===== src/rtl/cskip_pkg.sv =====
// Shared defaults and the per-stage register record for the pipelined carry-skip adder.
package cskip_pkg;

  localparam int CSKIP_WIDTH  = 32;
  localparam int CSKIP_BLK    = 4;
  localparam int CSKIP_STAGES = 4;

  // One pipeline stage: lower sum slices already resolved, operands riding along for the upper slices.
  typedef struct packed {
    logic                   valid;
    logic [CSKIP_WIDTH-1:0] sum;
    logic [CSKIP_WIDTH-1:0] a;
    logic [CSKIP_WIDTH-1:0] b;
    logic                   carry;
  } stage_reg_t;

endpackage


===== src/rtl/pipelined_carry_skip_adder_if.sv =====
// Valid/ready operand and result bus of the pipelined carry-skip adder.
// The ovf signal exists only when CSKIP_OVF_EN is defined.
interface pipelined_carry_skip_adder_if
  import cskip_pkg::*;
#(
  parameter int WIDTH = CSKIP_WIDTH
);
  logic             in_valid;
  logic             in_ready;
  logic [WIDTH-1:0] a;
  logic [WIDTH-1:0] b;
  logic             cin;
  logic             out_valid;
  logic             out_ready;
  logic [WIDTH-1:0] sum;
  logic             cout;
`ifdef CSKIP_OVF_EN
  logic             ovf;
`endif

  modport master (
    output in_valid, a, b, cin, out_ready,
`ifdef CSKIP_OVF_EN
    input  ovf,
`endif
    input  in_ready, out_valid, sum, cout
  );

  modport slave (
    input  in_valid, a, b, cin, out_ready,
`ifdef CSKIP_OVF_EN
    output ovf,
`endif
    output in_ready, out_valid, sum, cout
  );
endinterface


===== src/rtl/carry_skip_block.sv =====
// Combinational BLK-bit ripple adder whose carry-out bypasses the ripple when every bit propagates.
module carry_skip_block #(
  parameter int BLK = 4
) (
  input  logic [BLK-1:0] a,
  input  logic [BLK-1:0] b,
  input  logic           ci,
  output logic [BLK-1:0] s,
  output logic           co
);
  logic [BLK-1:0] p;
  logic [BLK:0]   c;

  assign p = a ^ b;

  always_comb begin
    s    = '0;
    c    = '0;
    c[0] = ci;
    for (int i = 0; i < BLK; i++) begin
      s[i]   = p[i] ^ c[i];
      c[i+1] = (a[i] & b[i]) | (p[i] & c[i]);
    end
    co = (&p) ? ci : c[BLK];
  end
endmodule


===== src/rtl/pipelined_carry_skip_adder.sv =====
// Adds one WIDTH/STAGES slice per stage; result STAGES cycles after acceptance, one per cycle.
// A single advance enable stalls every stage when the result is not taken; CSKIP_OVF_EN adds ovf.
module pipelined_carry_skip_adder
  import cskip_pkg::*;
#(
  parameter int WIDTH  = CSKIP_WIDTH,
  parameter int BLK    = CSKIP_BLK,
  parameter int STAGES = CSKIP_STAGES
) (
  input logic                         clk,
  input logic                         rst_n,
  pipelined_carry_skip_adder_if.slave bus
);
  localparam int S  = WIDTH / STAGES;
  localparam int NB = S / BLK;

  stage_reg_t st_q [STAGES];
  logic       advance;
`ifdef CSKIP_OVF_EN
  logic       ovf_q;
`endif

  if (WIDTH != CSKIP_WIDTH || (WIDTH % (STAGES * BLK)) != 0) begin : g_cfg_check
    $error("WIDTH must equal the record width and be divisible by STAGES*BLK");
  end

  assign advance      = !st_q[STAGES-1].valid || bus.out_ready;
  assign bus.in_ready = advance;

  for (genvar k = 0; k < STAGES; k++) begin : g_stage
    stage_reg_t   src;
    stage_reg_t   nxt;
    logic [NB:0]  c;
    logic [S-1:0] slice_sum;

    if (k == 0) begin : g_head
      always_comb begin
        src       = '0;
        src.valid = bus.in_valid;
        src.a     = bus.a;
        src.b     = bus.b;
        src.carry = bus.cin;
      end
    end else begin : g_body
      assign src = st_q[k-1];
    end

    assign c[0] = src.carry;
    for (genvar j = 0; j < NB; j++) begin : g_blk
      carry_skip_block #(.BLK(BLK)) u_blk (
        .a  (src.a[k*S + j*BLK +: BLK]),
        .b  (src.b[k*S + j*BLK +: BLK]),
        .ci (c[j]),
        .s  (slice_sum[j*BLK +: BLK]),
        .co (c[j+1])
      );
    end

    always_comb begin
      nxt               = src;
      nxt.sum[k*S +: S] = slice_sum;
      nxt.carry         = c[NB];
    end

    always_ff @(posedge clk or negedge rst_n) begin
      if (!rst_n) begin
        st_q[k] <= '0;
      end else if (advance) begin
        st_q[k] <= nxt;
      end
    end

`ifdef CSKIP_OVF_EN
    if (k == STAGES - 1) begin : g_ovf
      // Carry into the MSB is recovered from the MSB operand and sum bits.
      always_ff @(posedge clk or negedge rst_n) begin
        if (!rst_n) begin
          ovf_q <= 1'b0;
        end else if (advance) begin
          ovf_q <= src.a[WIDTH-1] ^ src.b[WIDTH-1] ^ slice_sum[S-1] ^ c[NB];
        end
      end
    end
`endif
  end

  assign bus.out_valid = st_q[STAGES-1].valid;
  assign bus.sum       = st_q[STAGES-1].sum;
  assign bus.cout      = st_q[STAGES-1].carry;
`ifdef CSKIP_OVF_EN
  assign bus.ovf       = ovf_q;
`endif
endmodule


===== src/flat_wrapper.sv =====
// flat-port wrapper written by rule: the top's interface ports become plain ports
module pipelined_carry_skip_adder_flat import cskip_pkg::*;
#(
  parameter int WIDTH  = CSKIP_WIDTH,
  parameter int BLK    = CSKIP_BLK,
  parameter int STAGES = CSKIP_STAGES
)
  (clk, rst_n, bus_in_valid, bus_a, bus_b, bus_cin, bus_out_ready, bus_in_ready, bus_out_valid, bus_sum, bus_cout);
  pipelined_carry_skip_adder_if #(.WIDTH(WIDTH)) bus_i ();
  input logic clk;
  input logic rst_n;
  input wire logic [$bits(bus_i.in_valid)-1:0] bus_in_valid;
  input wire logic [$bits(bus_i.a)-1:0] bus_a;
  input wire logic [$bits(bus_i.b)-1:0] bus_b;
  input wire logic [$bits(bus_i.cin)-1:0] bus_cin;
  input wire logic [$bits(bus_i.out_ready)-1:0] bus_out_ready;
  output wire logic [$bits(bus_i.in_ready)-1:0] bus_in_ready;
  output wire logic [$bits(bus_i.out_valid)-1:0] bus_out_valid;
  output wire logic [$bits(bus_i.sum)-1:0] bus_sum;
  output wire logic [$bits(bus_i.cout)-1:0] bus_cout;
  assign bus_i.in_valid = bus_in_valid;
  assign bus_i.a = bus_a;
  assign bus_i.b = bus_b;
  assign bus_i.cin = bus_cin;
  assign bus_i.out_ready = bus_out_ready;
  assign bus_in_ready = bus_i.in_ready;
  assign bus_out_valid = bus_i.out_valid;
  assign bus_sum = bus_i.sum;
  assign bus_cout = bus_i.cout;
  pipelined_carry_skip_adder #(.WIDTH(WIDTH), .BLK(BLK), .STAGES(STAGES)) u_core (.clk(clk), .rst_n(rst_n), .bus(bus_i));
endmodule

===== config.mk =====
export PLATFORM = sky130hd
export DESIGN_NAME = pipelined_carry_skip_adder_flat
export DESIGN_NICKNAME = d
export VERILOG_FILES = /design/src/rtl/cskip_pkg.sv /design/src/rtl/pipelined_carry_skip_adder_if.sv /design/src/rtl/carry_skip_block.sv /design/src/rtl/pipelined_carry_skip_adder.sv /design/src/flat_wrapper.sv
export SDC_FILE = /design/constraint.sdc
export NUM_CORES = 1
export LEC_CHECK = 0
export CAP_MARGIN = 20
export CORE_MARGIN = 2
export CORE_UTILIZATION = 53
export DETAILED_ROUTE_END_ITERATION = 10
export PLACE_DENSITY = 0.77
export SETUP_SLACK_MARGIN = 0.3
export SLEW_MARGIN = 10
export SYNTH_ARGS = -nofsm -noshare
export SYNTH_HDL_FRONTEND = slang
export SYNTH_SLANG_ARGS = --single-unit

===== constraint.sdc =====
create_clock -name clk -period 5.4 [get_ports clk]
set_input_delay 1.08 -clock clk [delete_from_list [all_inputs] [get_ports clk]]
set_output_delay 1.08 -clock clk [all_outputs]
set_load 0.02 [all_outputs]

### After elaboration in Yosys (flattened, before gate mapping)

Cells that the tools add are included.

* bits in registers: 280
* bits of input ports: 69
* output and inout port bits: 35
* word-level logic and storage cells: 172

* bitwise gates (word level): 136
* reductions and logical operators: 10
* mux-type cells: 8

Operator list (number)
* AND 1 bit: 64
* OR 1 bit: 32
* AND reduction 4 bit: 8
* bitwise XOR 1 bit: 32
* bitwise XOR 4 bit: 8
* 2-to-1 mux 1 bit: 8
* logical NOT 1 bit: 1
* logical OR 1 bit: 1

### Depth between registers and ports, before layout

* depth after elaboration: 19
* gate-level depth with buffers: 14
* depth with buffers taken out: 14

### By module

Synthesis repeated with hierarchy kept, for this count alone.

* cell total of the unflattened synthesis: 542
* area, all modules: 8899.8 sq um

By module, submodules not included
* pipelined_carry_skip_adder: times used 1, cells each 390, sequential area each 4604.4 sq um, area an instance 7458.4 sq um
* carry_skip_block: times used 8, cells each 19, sequential area each 0.0 sq um, area an instance 180.2 sq um

### Worst setup path before layout

Ideal clock, no wire load.

* path kind: in2reg
* from: in bus_cin
* to: reg u_core.st_q, in the netlist u_core.g_stage[1].nxt[72]
* path buffers: 0
* stages: 13
* setup time: 80 ps
* data required time: 5320 ps
* arrival time: 4402 ps
* slack: 918 ps
* cell sequence: inv_1 fa_1 inv_1 fa_1 fa_1 fa_1 mux2_2 fa_1 fa_1 fa_1 inv_1 fa_1 a21oi_1

* word-level cells in the longest chain between the ends: 16

RTL lines
* from (decl): RTL line flat_wrapper.sv:15 `input wire logic [$bits(bus_i.cin)-1:0] bus_cin;`
* AND 1 bit: RTL line carry_skip_block.sv:22 `c[i+1] = (a[i] & b[i]) | (p[i] & c[i]);`
* OR 1 bit: RTL line carry_skip_block.sv:22
* AND 1 bit: RTL line carry_skip_block.sv:22
* OR 1 bit: RTL line carry_skip_block.sv:22
* AND 1 bit: RTL line carry_skip_block.sv:22
* OR 1 bit: RTL line carry_skip_block.sv:22
* AND 1 bit: RTL line carry_skip_block.sv:22
* OR 1 bit: RTL line carry_skip_block.sv:22
* 2-to-1 mux 1 bit (*): RTL line carry_skip_block.sv:24 `co = (&p) ? ci : c[BLK];`
* AND 1 bit (*): RTL line carry_skip_block.sv:22
* OR 1 bit (*): RTL line carry_skip_block.sv:22
* AND 1 bit (*): RTL line carry_skip_block.sv:22
* OR 1 bit (*): RTL line carry_skip_block.sv:22
* AND 1 bit (*): RTL line carry_skip_block.sv:22
* OR 1 bit (*): RTL line carry_skip_block.sv:22
* bitwise XOR 1 bit (*): RTL line carry_skip_block.sv:21 `s[i] = p[i] ^ c[i];`
* to (signal, indexed assignment): RTL line pipelined_carry_skip_adder.sv:69 `st_q[k] <= nxt;`
* to (decl): RTL line pipelined_carry_skip_adder.sv:17 `stage_reg_t st_q [STAGES];`

Every way passes the cells marked *; elsewhere a longest branch is shown, timed or not.
A chain may end at the register's enable or synchronous reset.

### Worst setup path in the final report

* from: in bus_b[0]
* to: reg u_core.st_q, in the netlist u_core.g_stage[1].nxt[72]

* word-level cells in the longest chain between the ends: 17
* elaborated cells on any way between the ends: 19
* classes of those cells: mux: 1; bitwise: 17; reduce/logical: 1

RTL lines
* from (decl): RTL line flat_wrapper.sv:14 `input wire logic [$bits(bus_i.b)-1:0] bus_b;`
* bitwise XOR 4 bit: RTL line carry_skip_block.sv:14 `assign p = a ^ b;`
* AND 1 bit: RTL line carry_skip_block.sv:22
* OR 1 bit: RTL line carry_skip_block.sv:22
* AND 1 bit: RTL line carry_skip_block.sv:22
* OR 1 bit: RTL line carry_skip_block.sv:22
* AND 1 bit: RTL line carry_skip_block.sv:22
* OR 1 bit: RTL line carry_skip_block.sv:22
* AND 1 bit: RTL line carry_skip_block.sv:22
* OR 1 bit: RTL line carry_skip_block.sv:22
* 2-to-1 mux 1 bit (*): RTL line carry_skip_block.sv:24
* AND 1 bit (*): RTL line carry_skip_block.sv:22
* OR 1 bit (*): RTL line carry_skip_block.sv:22
* AND 1 bit (*): RTL line carry_skip_block.sv:22
* OR 1 bit (*): RTL line carry_skip_block.sv:22
* AND 1 bit (*): RTL line carry_skip_block.sv:22
* OR 1 bit (*): RTL line carry_skip_block.sv:22
* bitwise XOR 1 bit (*): RTL line carry_skip_block.sv:21

Marked as above.

==> reports/results.ini <==
[layout]
area_of_all_sequential_standard_cells_sq_um=4600
multi_input_comb_area_sq_um=3210
area_growth_pct=21.5
layout-drive-gt1-share_pct=4.28
most-common-layout-cells=nand2_1 (489), dfrtp_1 (184), clkdlybuf4s50_1 (102)
layout.filler_cells=1201
mostFrequentLayoutCell=nand2_1
nNetsFinal=1080

[critical_path]
worstPathMaxFanout=2
most_common_cell_on_crit_path=fa_1
cp_cell_sequence=clkdlybuf4s50_1 -> inv_1 -> fa_1 -> inv_1 -> fa_1 -> fa_1 -> fa_1 -> mux2_2 -> fa_1 -> fa_1 -> fa_1 -> inv_1 -> fa_1 -> a21oi_1
slowest_delay_ns=0.43
crit_family=adder cells
path_buf_inv=4
critPathKind=in2reg
r2r_setup_slack_ns=0.90
critPathArrivalTime_ns=5.01
critical_path_cell_with_the_highest_stage_delay=clkdlybuf4s50_1
setup.worst_path.start_class=primary input
setup.worst_path.end_class=flip-flop
worst-endpoint-required_ns=5.75

[worst_hold_path]
hold_path_class=reg2reg

[cts]
cts_sinks=184
cts_max_path_buffers=2
post_cts_buffers=0
path_clk_slew_ns=0.06
cts_resized=0
ctsHoldBuffers=0
ctsHtreeMaxLevel=4
root_buffer=clkbuf_16
cts_tree=built
worst_skew_pair.late_latency_ns=0.42
cts_buffers=17

[floorplan]
fp.dieH_um=128
rows=45
io-pin-count=104
floorplan.die.width_um=128
placeableCoreArea_sq_um=15100
design.die.area_sq_um=16400
initial_utilization_pct=53.9

[timing]
tns_ns=0
setup_viol=0
min_period_ns=4.66
grt_setup_unrepaired=no
slew_viol_final=0
slew-limit-headroom_pct=36.3
max_slew.worst_pin.slew_ns=0.955
final.setup_skew_ns=0.00586
hold_viol_final=0
finalCritPeriodShare_pct=86.3
fin_hold_ws_ns=0.463
upper_clock_frequency_limit_mhz=215

[global_routing]
grtUsageTotal_pct=20.0
grt_max_degree=101
initial_antenna_violation_count=1
first_pass_grt_wire_length_mm=25.8
number_of_global_route_vias_before_repair=5593
global_route.overflow_total=0

[power_and_ir_drop]
proportion_of_power_drawn_by_flip_flops_and_latches_pct=41.1
power_switching_mw=2.02
clock_power_share_pct=24.4
powerDensity_nw_per_um2=581
switching_share_pct=35.1
p_int_mw=3.74
max-vdd-ir-drop_mv=0.262
power.share.combinational_pct=34.5
static-leakage-power_nw=5.13

[logic_synthesis]
predominant_post_synthesis_flop_cell=dfrtp_1
number_of_enable_type_register_cells_in_the_synthesized_netlist=0
synth.net_count=993
synthCells=860
yosysWarnings=0
postSynthRegisterBits=184
synth-async-reset-ratio_pct=100
post_synth.cell_area_avg_sq_um=9.50
post_synth_num_cell_types=20
synth_sequential_area_ratio_pct=56.4
synthesis.area_sq_um=8170

[placed_design]
port-buffer-count=103
hpwl_after_detailed_placement_mm=9.57
finalWeightedCongestion=0.836

[route]
vias=5611
firstDrtPassIters=4
dr.first_iter.drc_count=396
totalWireLength_mm=15.0
route.detailed.drc=0
antenna_violating_nets_post_route=0
post_detailed_route_via_to_cell_ratio=4.89
wl_per_cell_um=13.1

[job]
cap_viol_max_count=0

[outcome]
status=complete, no violations

## cell usage after synthesis (8+ instances only)
cell type	instances	area (sq um)
inv_1	28	105
fa_1	32	641
o21ai_0	12	60.1
nand4_1	8	50.1
buf_2	26	130
a21oi_1	8	40.0
ha_1	32	400
buf_6	8	90.1
dfrtp_1	184	4600
nor2_1	8	30.0
nand2_1	489	1840
## power by group through the flow
stage,clock network (mW),logic [mW],registers [mW]
global placement,0,1.92,2.37
finish,1.41,1.99,2.37
global route,1.49,2.31,2.45
CTS,1.43,2.03,2.37
floorplan,0,1.24,2.45
detailed placement,0,1.99,2.39
## layout make-up
class                           count  share of cell area (%)
Sequential cell                   184                    46.4
Multi-Input combinational cell    607                    32.4
Timing Repair Buffer              108                    10.9
Clock buffer                       23                    4.91
Tap cell                          188                    2.37
Clock inverter                      8                    1.92
Inverter                           29                    1.15
Antenna cell                        1                  0.0252
## cells by family (layout without fill, tap and decap cells)
kind of cell	Yosys count	after routing	synth area share (%)
flops	184	184	56.4
buf+inv	69	168	4.39
other cells	0	1	0
simple gates	511	511	24.0
compound gates	28	28	1.96
fa+ha+maj	64	64	12.7
mux	4	4	0.551
## metrics by stage
stage                     instances  total power [mW]  utilization (%)  area (sq um)  setup slack [ns]
after floorplan                 860              3.69                -          8170             0.918
after global placement         1116              4.28             61.1          9250             0.383
after detailed placement       1116              4.37             61.1          9250             0.302
after CTS                      1147              5.84             65.5          9930             0.766
after global routing           1148              6.24             65.6          9930             0.580
final                          1148              5.76             65.6          9930             0.741
## per-layer routing
layer | global-route usage (%) | wire length, um | vias up
met5 | 0 | 0 | -
met4 | 8.92 | 394 | 0
met3 | 4.13 | 534 | 26
met2 | 33.4 | 7440 | 109
met1 | 25.4 | 6630 | 2693
li1 | - | - | 2783
## path summary, 6_finish.rpt
check | cells after the start | start | to
min in group asynchronous | 1 | rst_n | u_core.bus.sum[5]
max in group asynchronous | 2 | rst_n | u_core.g_stage[3].nxt[83]
min | 2 | u_core.bus.sum[14] | u_core.bus.sum[14]
max | 14 | bus_b[0] | u_core.g_stage[1].nxt[72]
max reg2reg | 13 | u_core.g_stage[1].c[0] | u_core.g_stage[2].nxt[80]
min reg2reg | 2 | u_core.bus.sum[14] | u_core.bus.sum[14]
## registers in the layout, summed over array words and instances, names as in the netlist
| signal | count |
|---|---|
| u_core.g_stage.nxt | 147 |
| u_core.bus.sum | 32 |
| u_core.bus.out_valid | 1 |
| u_core.bus.cout | 1 |
| u_core.g_stage.c | 3 |
## tightest hold or removal path, cell delays in order, from the launching register on
cell,delay (ns)
dfrtp_1,0.34
nand2_1,0.05
nand2_1,0.04
(Power assumes the default switching activity.)
